<file path="src/rtl/l1_cache_ctrl_pkg.sv">
// l1_cache_ctrl_pkg
//   Shared types and line-geometry constants for the L1 cache controller.
//   The geometry constants are derived from the default 32-bit word and
//   16-byte line, which is the geometry the controller is built for.
package l1_cache_ctrl_pkg;

  typedef enum logic [1:0] {
    IDLE    = 2'd0,
    WRITE   = 2'd1,
    FILL    = 2'd2,
    INSTALL = 2'd3
  } state_t;

  localparam int DEFAULT_DATA_WIDTH = 32;
  localparam int DEFAULT_LINE_SIZE  = 16;
  localparam int WORDS_PER_LINE     = DEFAULT_LINE_SIZE / (DEFAULT_DATA_WIDTH / 8);
  localparam int WORD_SEL_BITS      = $clog2(WORDS_PER_LINE);
  localparam int OFFSET_BITS        = $clog2(DEFAULT_LINE_SIZE);
  localparam int BYTE_SEL_BITS      = OFFSET_BITS - WORD_SEL_BITS;

endpackage

</file>
<file path="src/rtl/l1_line_buffer.sv">
// l1_line_buffer
//   Assembles one cache line from successive memory words.
//   Ports:
//     clk, rst  : clock, asynchronous active-high reset
//     clear     : restart assembly at word 0 (line contents are kept)
//     load      : store data into the current word slot and advance
//     data      : incoming memory word
//     word_sel  : index of the word slot that the next load will fill
//     line      : assembled line, word i at bits [DATA_WIDTH*i +: DATA_WIDTH]
//     last      : current slot is the final word of the line
module l1_line_buffer
  import l1_cache_ctrl_pkg::*;
#(
  parameter int DATA_WIDTH = 32
) (
  input  logic                                 clk,
  input  logic                                 rst,
  input  logic                                 clear,
  input  logic                                 load,
  input  logic [DATA_WIDTH-1:0]                data,
  output logic [WORD_SEL_BITS-1:0]             word_sel,
  output logic [DATA_WIDTH*WORDS_PER_LINE-1:0] line,
  output logic                                 last
);

  logic [WORD_SEL_BITS-1:0]             word_sel_r;
  logic [DATA_WIDTH*WORDS_PER_LINE-1:0] line_r;

  // Word counter and line assembly register.
  always_ff @(posedge clk or posedge rst) begin
    if (rst) begin
      word_sel_r <= {WORD_SEL_BITS{1'b0}};
      line_r     <= {(DATA_WIDTH*WORDS_PER_LINE){1'b0}};
    end else if (clear) begin
      word_sel_r <= {WORD_SEL_BITS{1'b0}};
    end else if (load) begin
      line_r[word_sel_r*DATA_WIDTH +: DATA_WIDTH] <= data;
      word_sel_r <= word_sel_r + {{(WORD_SEL_BITS-1){1'b0}}, 1'b1};
    end else begin
      word_sel_r <= word_sel_r;
    end
  end

  assign word_sel = word_sel_r;
  assign line     = line_r;
  assign last     = (word_sel_r == WORD_SEL_BITS'(WORDS_PER_LINE - 1));

endmodule

</file>
<file path="src/rtl/l1_cache_ctrl.sv">
// l1_cache_ctrl
//   Sequences CPU accesses between the L1 data cache and main memory.
//   Read hits complete combinationally; read misses fetch the line word by
//   word, install it in one cycle, then replay the read as a hit. Writes are
//   write-through without allocation and stall until memory acknowledges.
//   Ports:
//     clk, rst            : clock, asynchronous active-high reset
//     cpu_*               : CPU request (valid/we/addr/w_data), r_data, stall
//     cache_*             : forwarded access to the cache, hit/r_data back
//     fill_*              : one-cycle line install (en/addr/data/mark_valid)
//     mem_*               : memory word port (req/we/addr/w_data, ack/r_data)
//     hit_count/miss_count: wrap-around read hit/miss counters
module l1_cache_ctrl
  import l1_cache_ctrl_pkg::*;
#(
  parameter int DATA_WIDTH = 32,
  parameter int ADDR_WIDTH = 32,
  parameter int LINE_SIZE  = 16,
  parameter int CNT_WIDTH  = 32
) (
  input  logic                   clk,
  input  logic                   rst,
  input  logic                   cpu_valid,
  input  logic                   cpu_we,
  input  logic [ADDR_WIDTH-1:0]  cpu_addr,
  input  logic [DATA_WIDTH-1:0]  cpu_w_data,
  output logic [DATA_WIDTH-1:0]  cpu_r_data,
  output logic                   cpu_stall,
  output logic                   cache_valid,
  output logic                   cache_we,
  output logic [ADDR_WIDTH-1:0]  cache_addr,
  output logic [DATA_WIDTH-1:0]  cache_w_data,
  input  logic [DATA_WIDTH-1:0]  cache_r_data,
  input  logic                   cache_hit,
  output logic                   fill_en,
  output logic [ADDR_WIDTH-1:0]  fill_addr,
  output logic [LINE_SIZE*8-1:0] fill_data,
  output logic                   fill_mark_valid,
  output logic                   mem_req,
  output logic                   mem_we,
  output logic [ADDR_WIDTH-1:0]  mem_addr,
  output logic [DATA_WIDTH-1:0]  mem_w_data,
  input  logic                   mem_ack,
  input  logic [DATA_WIDTH-1:0]  mem_r_data,
  output logic [CNT_WIDTH-1:0]   hit_count,
  output logic [CNT_WIDTH-1:0]   miss_count
);

  state_t                  state_r;
  state_t                  state_nxt_s;
  logic [ADDR_WIDTH-1:0]   addr_r;
  logic [DATA_WIDTH-1:0]   wdata_r;
  logic [CNT_WIDTH-1:0]    hit_r;
  logic [CNT_WIDTH-1:0]    miss_r;
  // Set for the one IDLE cycle that follows INSTALL, when the stalled read
  // is replayed as a hit that must not be counted.
  logic                    replay_r;

  logic                    latch_miss_s;
  logic                    latch_wr_s;
  logic                    hit_inc_s;
  logic                    miss_inc_s;
  logic                    buf_clear_s;
  logic                    buf_load_s;
  logic [WORD_SEL_BITS-1:0] word_sel_s;
  logic                    buf_last_s;

  l1_line_buffer #(
    .DATA_WIDTH (DATA_WIDTH)
  ) u_line_buffer (
    .clk      (clk),
    .rst      (rst),
    .clear    (buf_clear_s),
    .load     (buf_load_s),
    .data     (mem_r_data),
    .word_sel (word_sel_s),
    .line     (fill_data),
    .last     (buf_last_s)
  );

  assign cache_addr      = cpu_addr;
  assign cache_w_data    = cpu_w_data;
  assign cpu_r_data      = cache_r_data;
  assign fill_addr       = addr_r;
  assign fill_mark_valid = fill_en;
  assign hit_count       = hit_r;
  assign miss_count      = miss_r;

  // State register, request latches, replay flag and performance counters.
  always_ff @(posedge clk or posedge rst) begin
    if (rst) begin
      state_r  <= IDLE;
      addr_r   <= {ADDR_WIDTH{1'b0}};
      wdata_r  <= {DATA_WIDTH{1'b0}};
      hit_r    <= {CNT_WIDTH{1'b0}};
      miss_r   <= {CNT_WIDTH{1'b0}};
      replay_r <= 1'b0;
    end else begin
      state_r  <= state_nxt_s;
      replay_r <= (state_r == INSTALL);
      if (latch_miss_s) begin
        addr_r <= {cpu_addr[ADDR_WIDTH-1:OFFSET_BITS], {OFFSET_BITS{1'b0}}};
      end else if (latch_wr_s) begin
        addr_r  <= cpu_addr;
        wdata_r <= cpu_w_data;
      end
      if (hit_inc_s) begin
        hit_r <= hit_r + {{(CNT_WIDTH-1){1'b0}}, 1'b1};
      end
      if (miss_inc_s) begin
        miss_r <= miss_r + {{(CNT_WIDTH-1){1'b0}}, 1'b1};
      end
    end
  end

  // Next-state and strobe decode.
  always_comb begin
    state_nxt_s  = state_r;
    cpu_stall    = 1'b0;
    cache_valid  = 1'b0;
    cache_we     = 1'b0;
    fill_en      = 1'b0;
    mem_req      = 1'b0;
    mem_we       = 1'b0;
    mem_addr     = {ADDR_WIDTH{1'b0}};
    mem_w_data   = {DATA_WIDTH{1'b0}};
    latch_miss_s = 1'b0;
    latch_wr_s   = 1'b0;
    hit_inc_s    = 1'b0;
    miss_inc_s   = 1'b0;
    buf_clear_s  = 1'b0;
    buf_load_s   = 1'b0;

    case (state_r)
      IDLE: begin
        if (cpu_valid && !cpu_we) begin
          cache_valid = 1'b1;
          if (cache_hit) begin
            hit_inc_s = !replay_r;
          end else begin
            cpu_stall    = 1'b1;
            latch_miss_s = 1'b1;
            miss_inc_s   = 1'b1;
            buf_clear_s  = 1'b1;
            state_nxt_s  = FILL;
          end
        end else if (cpu_valid) begin
          // Writes go to memory first; the cache is only touched on the ack.
          cpu_stall   = 1'b1;
          latch_wr_s  = 1'b1;
          state_nxt_s = WRITE;
        end else begin
          cpu_stall = 1'b0;
        end
      end

      WRITE: begin
        mem_req    = 1'b1;
        mem_we     = 1'b1;
        mem_addr   = addr_r;
        mem_w_data = wdata_r;
        if (mem_ack) begin
          cache_valid = 1'b1;
          cache_we    = 1'b1;
          state_nxt_s = IDLE;
        end else begin
          cpu_stall = 1'b1;
        end
      end

      FILL: begin
        cpu_stall = 1'b1;
        mem_req   = 1'b1;
        mem_addr  = {addr_r[ADDR_WIDTH-1:OFFSET_BITS], word_sel_s, {BYTE_SEL_BITS{1'b0}}};
        if (mem_ack) begin
          buf_load_s = 1'b1;
          if (buf_last_s) begin
            state_nxt_s = INSTALL;
          end else begin
            state_nxt_s = FILL;
          end
        end else begin
          buf_load_s = 1'b0;
        end
      end

      INSTALL: begin
        cpu_stall   = 1'b1;
        fill_en     = 1'b1;
        state_nxt_s = IDLE;
      end

      default: begin
        state_nxt_s = IDLE;
      end
    endcase
  end

endmodule

</file>
<file path="config.mk">
export PLATFORM = sky130hd
export DESIGN_NAME = l1_cache_ctrl
export DESIGN_NICKNAME = d
export VERILOG_FILES = /design/src/rtl/l1_cache_ctrl_pkg.sv /design/src/rtl/l1_line_buffer.sv /design/src/rtl/l1_cache_ctrl.sv
export SDC_FILE = /design/constraint.sdc
export NUM_CORES = 1
export LEC_CHECK = 0
export BUFFER_PORTS_ARGS = -buffer_cell sky130_fd_sc_hd__buf_4
export CAP_MARGIN = 20
export CORE_AREA = 2 2 206 208
export CTS_BUF_LIST = sky130_fd_sc_hd__clkbuf_8
export CTS_CLUSTER_SIZE = 25
export DETAILED_ROUTE_END_ITERATION = 16
export DIE_AREA = 0 0 208 210
export GPL_TIMING_DRIVEN = 0
export PLACE_DENSITY_LB_ADDON = 0.1
export SYNTH_ARGS = -nofsm -noshare
export SYNTH_HDL_FRONTEND = slang
export SYNTH_SLANG_ARGS = --single-unit
</file>
<file path="constraint.sdc">
create_clock -name clk -period 10.7 [get_ports clk]
set_clock_uncertainty 0.2 [all_clocks]
set_input_delay 1.605 -clock clk [delete_from_list [all_inputs] [get_ports clk]]
set_output_delay 1.605 -clock clk [all_outputs]
set_load 0.02 [all_outputs]
</file>
Word-level counts from Yosys, hierarchy flattened

Cells that the tools add are included.

Flip-flop bits (word level): 261

Multiplexer cells: 34
Eq/ne operators: 8
Reduce and logical (&&, ||, !) cells: 11
Bitwise operators: 1
Shift-type cells: 2
Add/sub/neg operators: 4

Operators with widths:

| cell                        | count |
|---|---|
| $bwmux W128                 | 1 |
| $shift A32 B34 Y128 const A | 1 |
| $shiftx A32 B34 Y128        | 1 |
| $mux W32                    | 3 |
| $add A32 B1 Y32 const B     | 2 |
| $pmux W32 S2                | 1 |
| $neg A7 Y34                 | 1 |
| $mux W1                     | 19 |
| $mux W2                     | 7 |
| $pmux W2 S4                 | 1 |
| $eq A2 B2 Y1 const B        | 3 |
| $ne A3 B3 Y1 const B        | 2 |
| $ne A2 B2 Y1 const B        | 2 |
| $reduce_and A2 Y1           | 2 |
| $reduce_and A4 Y1           | 1 |
| $reduce_bool A2 Y1          | 2 |
| $reduce_or A2 Y1            | 2 |
| $pmux W1 S3                 | 1 |
| $add A2 B1 Y2 const B       | 1 |
| $eq A2 B1 Y1 const B        | 1 |
| $logic_not A1 Y1            | 2 |
| $logic_not A2 Y1            | 1 |
| $pmux W1 S2                 | 1 |
| $logic_and A1 B1 Y1         | 1 |
| $not A1 Y1                  | 1 |

Logic depth before layout (Yosys ltp)

Gate-level depths: netlist of run 1.

Depth in word-level cells: 6
Mapped depth: 9
Gate-level depth less buffers: 6

Hierarchy

A second synthesis of run 1 with hierarchy kept.

Cells, all modules: 1,140
Area total of the unflattened synthesis: 12,705.9 µm²

By module, submodules not included:

| module         | area each (µm²) | cells an instance | times used |
|---|---|---|---|
| l1_cache_ctrl  | 6,672.6         | 656               | 1 |
| l1_line_buffer | 6,033.3         | 484               | 1 |

Worst setup path before layout of run 1

Ideal clock, no wire load.

Path type: in2out
From: input port cache_hit
To: output port cpu_stall
Path slack: 6,185 ps
Arrival: 2,710 ps
Stages on the path: 6
Cells stage by stage: and4bb_1 > buf_6 > nor2_1 > buf_2 > buf_4 > o21ai_0

Longest elaborated chain between the ends: 3

RTL lines:

| element            | line                 | RTL |
|---|---|---|
| start: declaration | l1_cache_ctrl.sv:34  | `input logic cache_hit,` |
| $mux W1            | l1_cache_ctrl.sv:138 | `if (cache_hit) begin` |
| $mux W1            | l1_cache_ctrl.sv:136 | `if (cpu_valid && !cpu_we) begin` |
| $pmux W1 S3        | l1_cache_ctrl.sv:134 | `case (state_r)` |
| end: declaration   | l1_cache_ctrl.sv:28  | `output logic cpu_stall,` |

No other way between the ends.

Worst setup path in the final report of run 1

Same ends and word-level chain as after synthesis.

==> results.md, run 1 <==
| Stage | Result | Value |
|---|---|---|
| status | Status | complete, no violations |
| detailed routing | Post-route DRC | 0 |
| synth | Post-synthesis cell count | 1,254 |
| finish | Fillers | 4,180 |
| timing | Final Setup Violations | 0 |
| power and ir drop | Switching share of total power | 0.412 |
| grt | Total global routing overflow | 0 |
| critical path | Length in cells of the worst reg-to-reg path | 6 |
| synth | Async SR Flop Fraction | 1.00 |
| synth | Number of enable-type register cells in the synthesized netlist | 0 |
| finish | Layout cells sized above 1 | 0.395 |
| synth | Synthesized area divided by synthesized cell count | 9.75 um^2 |
| place | HPWL after detailed placement | 32,100 um |
| power and ir drop | Clock network power share | 0.207 |
| flow run | Max capacitance violation total | 0 |
| hold path | Startpoint of the most critical hold path | wdata_r[8] |
| synth | Cell type with the largest total area after synthesis | sky130_fd_sc_hd__dfrtp_1 |
| critical path | Cell occurring most often along the worst timing path | sky130_fd_sc_hd__buf_4 |
| critical path | Critical path required time | 8.90 ns |
| synth | Top FF cell, synth | sky130_fd_sc_hd__dfrtp_1 |
| timing | Fin crit period | 5.00 ns |
| power and ir drop | Cell Pwr Density | 256 mW/mm^2 |
| clocking | Clock input transition at the sequential cells of the worst setup and hold paths | 0.06 ns |
| hold path | Hold Path Class | register to register |
| critical path | Kind of end point of the critical path | primary output |
| timing | Fmax | 0.200 GHz |
| grt | Pin count of the biggest net entering global routing | 115 |
| clocking | Total number of clock tree sinks | 261 |
| critical path | Startpoint-to-endpoint class of the critical path | primary input to primary output |
| clocking | TritonCTS clock tree | built |
| timing | Count of endpoints failing hold in the final timing report | 0 |
| finish | Utilization after layout | 0.424 |
| power and ir drop | Register share of total power | 0.354 |
| floorplan | Number of I/O pins | 525 |
| clocking | Maximum level of the CTS H-tree | 2 |
| clocking | Number of CTS-inserted buffers | 48 |
| synth | Seq/Total Area, Yosys | 0.534 |
| critical path | Cell with the largest stage delay on the worst path | sky130_fd_sc_hd__buf_2 |
| critical path | Worst-path fanout max | 10 |
| floorplan | Chip height | 210 um |
| synth | Cell types with the highest counts after synthesis | sky130_fd_sc_hd__dfrtp_1, sky130_fd_sc_hd__nand3_1, sky130_fd_sc_hd__inv_1 |
| place | Cell area reported after detailed placement | 0.0167 mm^2 |
| critical path | Reg-to-reg startpoint | u_line_buffer.word_sel[0] |
| place | Final weighted congestion in routability-driven placement | 0.791 |
| power and ir drop | Sw Pwr | 1850 uW |
| detailed routing | Antenna-violating nets left | 0 |
| hold path | Worst Hold Path EP | wdata_r[8] |
| clocking | Resized Gates After CTS | 0 |
| detailed routing | Average detailed-routed wire length per instance | 18.1 um |
| place | Port-buffer cells | 491 |
| floorplan | Width of the chip | 208 um |
| detailed routing | Drt via density | 4.47 |
| timing | Setup repair after global routing missed its margin | no |
| floorplan | Die Area | 0.0437 mm^2 |
| synth | Number of distinct library cells after synthesis | 41 |
| critical path | Critical R2R Capture | u_line_buffer.line[1] |
| power and ir drop | Leakage Power | 0.00895 uW |
| synth | Synthesized netlist net count | 1,399 |
| timing | TNS Setup | 0 ns |
| clocking | Number of buffers inserted to repair setup after CTS | 0 |
| finish | Layout Nets | 1,943 |
| synth | Number of synthesis warnings | 0 |
| synth | Synth top area share | 0.534 |
| clocking | Clock latency on the worst-skew pair | 0.60 ns |
| power and ir drop | Combinational cell fraction of total power | 0.439 |
| detailed routing | Wire length reported by the detailed router | 42,800 um |
| detailed routing | Total via count after detailed routing | 10,600 |
| floorplan | Initial cell density of the core | 0.295 |
| critical path | Critical path data arrival time | 3.20 ns |
| timing | Fin. max-slew vios | 0 |
| clocking | Clock Root Buffer | sky130_fd_sc_hd__clkbuf_8 |
| grt | Via count of the first global-routing pass | 10,700 |
| synth | Top cells by area in the synthesized netlist | sky130_fd_sc_hd__dfrtp_1, sky130_fd_sc_hd__nand3_1, sky130_fd_sc_hd__buf_4 |
| clocking | Number of buffers inserted by hold repair at cts | 0 |
| power and ir drop | P_int | 2640 uW |
| timing | Final period util | 0.467 |
| grt | Global-route total usage across every layer | 0.192 |
| floorplan | Number of standard-cell rows in the floorplan | 75 |
| detailed routing | Total iterations of the first detailed-routing run | 4 |
| floorplan | Core area | 0.0415 mm^2 |
| synth | Cell area after synthesis | 0.0122 mm^2 |
| timing | Worst slew pin tran | 1.09 ns |
| hold path | Number of cells traversed by the worst hold path | 2 |
| detailed routing | DRC marker count from the first detailed-route iteration | 536 |
| grt | Antenna violations before repair | 1 |
| finish | Post-route cell area | 0.0176 mm^2 |
| clocking | Worst-case clock buffer depth | 3 |
| synth | Most repeated cell in the gate-level netlist after synthesis | sky130_fd_sc_hd__dfrtp_1 |
| critical path | Ordered list of cells on the worst path | buf_4, and4bb_1, buf_6, nor2_1, buf_2, buf_4, o21ai_0, buf_4 |
| grt | Wire length of the first global-routing pass | 65,200 um |
| timing | Normalized max-slew margin | 0.272 |
| power and ir drop | VDD IR-drop max | 0.0000939 V |
| synth | Seq cells post-synth | 261 |
| critical path | Critical Path Max Stage Delay | 0.29 ns |
| critical path | R2R setup slack | 7.75 ns |
| finish | Area added between synthesis and finish | 43.8% |
| critical path | Kind of start point of the critical path | primary input |
per-stage QoR:
stage / power (uW) / hold slack [ns] / std cells / worst slack, ns
floorplan: 2620 / 0.238 / 1254 / 1.71
global placement: 3580 / 0.250 / 2284 / -2.01
detailed placement: 3600 / 0.255 / 2287 / 5.63
CTS: 4570 / 0.269 / 2371 / 5.62
global route: 4790 / 0.286 / 2372 / 5.56
finish: 4500 / 0.266 / 2372 / 5.70
registers in the layout (all words and copies together) (netlist names):
| signal | cells |
|---|---|
| u_line_buffer.word_sel | 2 |
| u_line_buffer.line | 128 |
| wdata_r | 32 |
| state_r | 2 |
| fill_addr | 32 |
| hit_count | 32 |
| replay_r | 1 |
| miss_count | 32 |
cell type report:
class | count | area (um^2) | area share
sequential | 261 | 6530 | 0.371
timing repair buffer | 494 | 3750 | 0.213
buffer | 157 | 996 | 0.0566
tap | 539 | 674 | 0.0383
clock buffer | 60 | 826 | 0.0470
clock inverter | 24 | 100 | 0.00569
antenna | 1 | 2.50 | 0.000142
multi-input combinational | 694 | 4170 | 0.237
inverter | 142 | 541 | 0.0307
worst max path at each step:
stage	start	to	depth (start not counted)
finish	cache_hit	cpu_stall	8
global route	cache_hit	cpu_stall	8
CTS	cache_hit	cpu_stall	8
detailed placement	cache_hit	cpu_stall	8
global placement	rst	hit_count[28]	2
floorplan	rst	fill_addr[0]	1
layer usage:
metal / track usage / vias to the layer above / part of all wire
li1: - / 5098 / -
met1: 0.253 / 5039 / 0.43
met2: 0.306 / 415 / 0.47
met3: 0.0621 / 54 / 0.083
met4: 0.0482 / 0 / 0.019
met5: 0 / - / 0
cell families after synthesis:
group	count (synthesis)	share of synthesized area
muxes	30	0.0276
buffers and inverters	299	0.125
adders and majority gates	11	0.0113
DFF	261	0.534
and+or+nand+nor	447	0.197
AOI/OAI and AO/OA	143	0.0597
xor gates and xnor gates	63	0.0451
critical path: cells and delay by family:
family | cells | cell delay, ns
compound gates | 1 | 0.12
simple gates | 2 | 0.44
buf+inv | 5 | 1.01
power groups by stage:
stage	Combinational [uW]	Clock, uW	Sequential [uW]
after floorplan	719	0	1900
after global placement	1980	0	1600
after detailed placement	2000	0	1610
after CTS	2000	972	1600
after global routing	2130	1020	1640
final	1970	932	1590
placed cells by master, fill, tap and decap left out, drive strengths merged, types with 15 or more instances in the layout:
cell type  Yosys  final
nand4         23     23
nand3        152    152
xnor2         46     46
inv          142    162
dfrtp        261    261
clkbuf        38     98
and2          61     61
xor2          17     17
mux2          30     30
nor2          15     15
o21ai        132    132
buf          119    613
nand2        131    131
(Power assumes the default switching activity.)
==> run 2: changes to the inputs <==
- clock period: 10.7 -> 4.89 ns (I/O delays scaled with it)
==> results.md, run 2 (synthesis gave the netlist of run 1 again) <==
| Stage | Result | Value | Change |
|---|---|---|---|
| status | Status | complete, no violations | unchanged |
| place | Port-buffer cells | 491 | unchanged |
| critical path | Worst-path fanout max | 10 | unchanged |
| finish | Area added between synthesis and finish | 44.8% | was 43.8% |
| timing | Final Setup Violations | 0 | unchanged |
| detailed routing | Average detailed-routed wire length per instance | 18.2 um | was 18.1 um |
| detailed routing | Met2 wire length | 20,700 um | was 20,000 um |
| detailed routing | Antenna-violating nets left | 0 | unchanged |
| detailed routing | Total via count after detailed routing | 10,700 | was 10,600 |
| critical path | Count of buffering cells on the critical path with inverters included | 6 | was 5 |
| hold path | Worst Hold Path EP | wdata_r[9] | was wdata_r[8] |
| critical path | Critical path required time | 3.96 ns | was 8.90 ns |
| clocking | Clock Root Buffer | sky130_fd_sc_hd__clkbuf_8 | unchanged |
| timing | Min Hold Slack | 0.125 ns | was 0.266 ns |
| critical path | Critical R2R Capture | u_line_buffer.line[64] | was u_line_buffer.line[1] |
| hold path | Startpoint of the most critical hold path | cpu_w_data[9] | was wdata_r[8] |
| clocking | Clock input transition at the sequential cells of the worst setup and hold paths | 0.06 ns | about the same |
| finish | Largest register FFs | 128 | unchanged |
| detailed routing | Total iterations of the first detailed-routing run | 5 | was 4 |
| detailed routing | Post-route DRC | 0 | unchanged |
| grt | Via count of the first global-routing pass | 10,700 | about the same |
| floorplan | Number of standard-cell rows in the floorplan | 75 | unchanged |
| critical path | Ordered list of cells on the worst path | inv_1, ha_1, buf_2, and4bb_1, buf_6, nor2_1, buf_2, buf_4, o21ai_0, buf_4 | was buf_4, and4bb_1, buf_6, nor2_1, buf_2, buf_4, o21ai_0, buf_4 |
| floorplan | Width of the chip | 208 um | unchanged |
| clocking | Number of CTS-inserted buffers | 49 | was 48 |
| clocking | Clock latency on the worst-skew pair | 0.61 ns | was 0.60 ns |
| critical path | Kind of end point of the critical path | primary output | unchanged |
| place | Cell area reported after detailed placement | 0.0168 mm^2 | was 0.0167 mm^2 |
| floorplan | Chip height | 210 um | unchanged |
| critical path | Crit-path leading delay family | buffers and inverters | unchanged |
| floorplan | Initial cell density of the core | 0.295 | unchanged |
| finish | Layout cells sized above 1 | 0.397 | was 0.395 |
| timing | Worst slew pin tran | 1.05 ns | was 1.09 ns |
| timing | Fmax | 0.263 GHz |  |
| grt | Total global routing overflow | 0 | unchanged |
| hold path | Hold Path Class | primary input to register | was register to register |
| clocking | Maximum level of the CTS H-tree | 2 | unchanged |
| detailed routing | Routed metal-1 wire length | 18,400 um | about the same |
| critical path | Kind of start point of the critical path | register | was primary input |
| floorplan | Number of I/O pins | 525 | unchanged |
| timing | Fin. max-slew vios | 0 | unchanged |
| flow run | Max capacitance violation total | 0 | unchanged |
| finish | Leading cell type in the layout, fill and taps excluded | sky130_fd_sc_hd__buf_4 | unchanged |
| finish | Commonest cells after routing, fill and taps aside | sky130_fd_sc_hd__buf_4, sky130_fd_sc_hd__dfrtp_1, sky130_fd_sc_hd__inv_1, sky130_fd_sc_hd__nand3_1, sky130_fd_sc_hd__nand2_1 | unchanged |
| timing | Normalized max-slew margin | 0.295 | was 0.272 |
| clocking | TritonCTS clock tree | built | unchanged |
| detailed routing | Wire length on met3 | 3220 um | was 3550 um |
| clocking | Number of buffers inserted to repair setup after CTS | 0 | unchanged |
| clocking | Resized Gates After CTS | 0 | unchanged |
| critical path | Critical Path Max Stage Delay | 0.38 ns | was 0.29 ns |
| power and ir drop | Cell Pwr Density | 559 mW/mm^2 | was 256 mW/mm^2 |
| grt | Global-route total usage across every layer | 0.192 | about the same |
| timing | Setup repair after global routing missed its margin | no | unchanged |
| timing | Fin crit period | 3.80 ns |  |
| finish | Utilization after layout | 0.427 | was 0.424 |
| detailed routing | Wire length reported by the detailed router | 43,200 um | was 42,800 um |
| power and ir drop | Leakage Power | 0.00898 uW | was 0.00895 uW |
| critical path | R2R setup slack | 1.80 ns | was 7.75 ns |
| clocking | Total number of clock tree sinks | 261 | unchanged |
| hold path | Number of cells traversed by the worst hold path | 3 | was 2 |
| critical path | Length in cells of the worst reg-to-reg path | 7 | was 6 |
| detailed routing | DRC marker count from the first detailed-route iteration | 566 | was 536 |
| timing | Count of endpoints failing hold in the final timing report | 0 | unchanged |
| floorplan | Die Area | 0.0437 mm^2 | unchanged |
| floorplan | Core area | 0.0415 mm^2 | unchanged |
| grt | Pin count of the biggest net entering global routing | 41 | was 115 |
| critical path | Critical path data arrival time | 2.86 ns | was 3.20 ns |
| detailed routing | Drt via density | 4.49 | was 4.47 |
| clocking | Number of buffers inserted by hold repair at cts | 1 | was 0 |
| finish | Post-route cell area | 0.0177 mm^2 | was 0.0176 mm^2 |
| grt | Wire length of the first global-routing pass | 65,000 um | was 65,200 um |
| place | HPWL after detailed placement | 32,900 um | was 32,100 um |
| finish | Layout Nets | 1,951 | was 1,943 |
| critical path | Startpoint-to-endpoint class of the critical path | register to primary output | was primary input to primary output |
| critical path | Reg-to-reg startpoint | u_line_buffer.word_sel[0] | unchanged |
| grt | Antenna violations before repair | 1 | unchanged |
| critical path | Cell with the largest stage delay on the worst path | sky130_fd_sc_hd__dfrtp_1 | was sky130_fd_sc_hd__buf_2 |
| timing | Final period util | 0.776 |  |
| power and ir drop | VDD IR-drop max | 0.000201 V | was 0.0000939 V |
| place | Final weighted congestion in routability-driven placement | 0.810 | was 0.791 |
| clocking | Worst-case clock buffer depth | 3 | unchanged |
| detailed routing | Highest Signal Layer | met4 | unchanged |
[run 2: power by group]
| group | switching [uW] | leakage (uW) | internal (uW) | total [uW] |
|---|---|---|---|---|
| clock network | 949 | 0.000543 | 1120 | 2070 |
| logic | 2580 | 0.00510 | 1750 | 4340 |
| registers | 547 | 0.00334 | 2950 | 3490 |
| total | 4080 | 0.00898 | 5820 | 9900 |
[run 2: worst max path at each step]
stage,start,end,slack [ns],depth (start not counted)
2_1_floorplan,rst,fill_addr[0],0.51,1
3_3_place_gp,rst,miss_count[14],-1.50,2
3_5_place_dp,cache_hit,cpu_stall,1.56,8
4_1_cts,state_r[0],cpu_stall,0.92,10
5_1_grt,state_r[0],mem_addr[20],0.81,9
6_report,state_r[0],cpu_stall,1.09,10
[run 2: tightest hold or removal path: stages]
cell                      delay (ns)
sky130_fd_sc_hd__buf_4          0.09
sky130_fd_sc_hd__nand2_1        0.04
sky130_fd_sc_hd__nand2_1        0.05
[run 2: layout make-up]
cell class / instances / area (um^2)
diodes: 1 / 2.50
plain buffers: 157 / 996
clock buffers: 62 / 853
clock inverters: 20 / 82.6
fillers: 4199 / 23800
inverters: 142 / 537
multi-input cells: 694 / 4170
flip-flops and latches: 261 / 6530
well taps: 539 / 674
repair buffers: 501 / 3860
[run 2: per-layer routing]
| layer | vias to the layer above | global-route usage |
|---|---|---|
| met5 | - | 0 |
| met4 | 0 | 0.0496 |
| met3 | 54 | 0.0608 |
| met2 | 367 | 0.313 |
| met1 | 5148 | 0.248 |
| li1 | 5105 | - |
[run 2: per-stage QoR]
step                      power, uW  instances  worst slack (ns)  TNS, ns
final                          9900       2377              1.09        0
after global routing          10500       2377             0.812        0
after CTS                     10100       2376             0.922        0
after detailed placement       7910       2293              1.56        0
after global placement         7840       2284             -1.50  -381.30
after floorplan                5740       1254             0.515        0
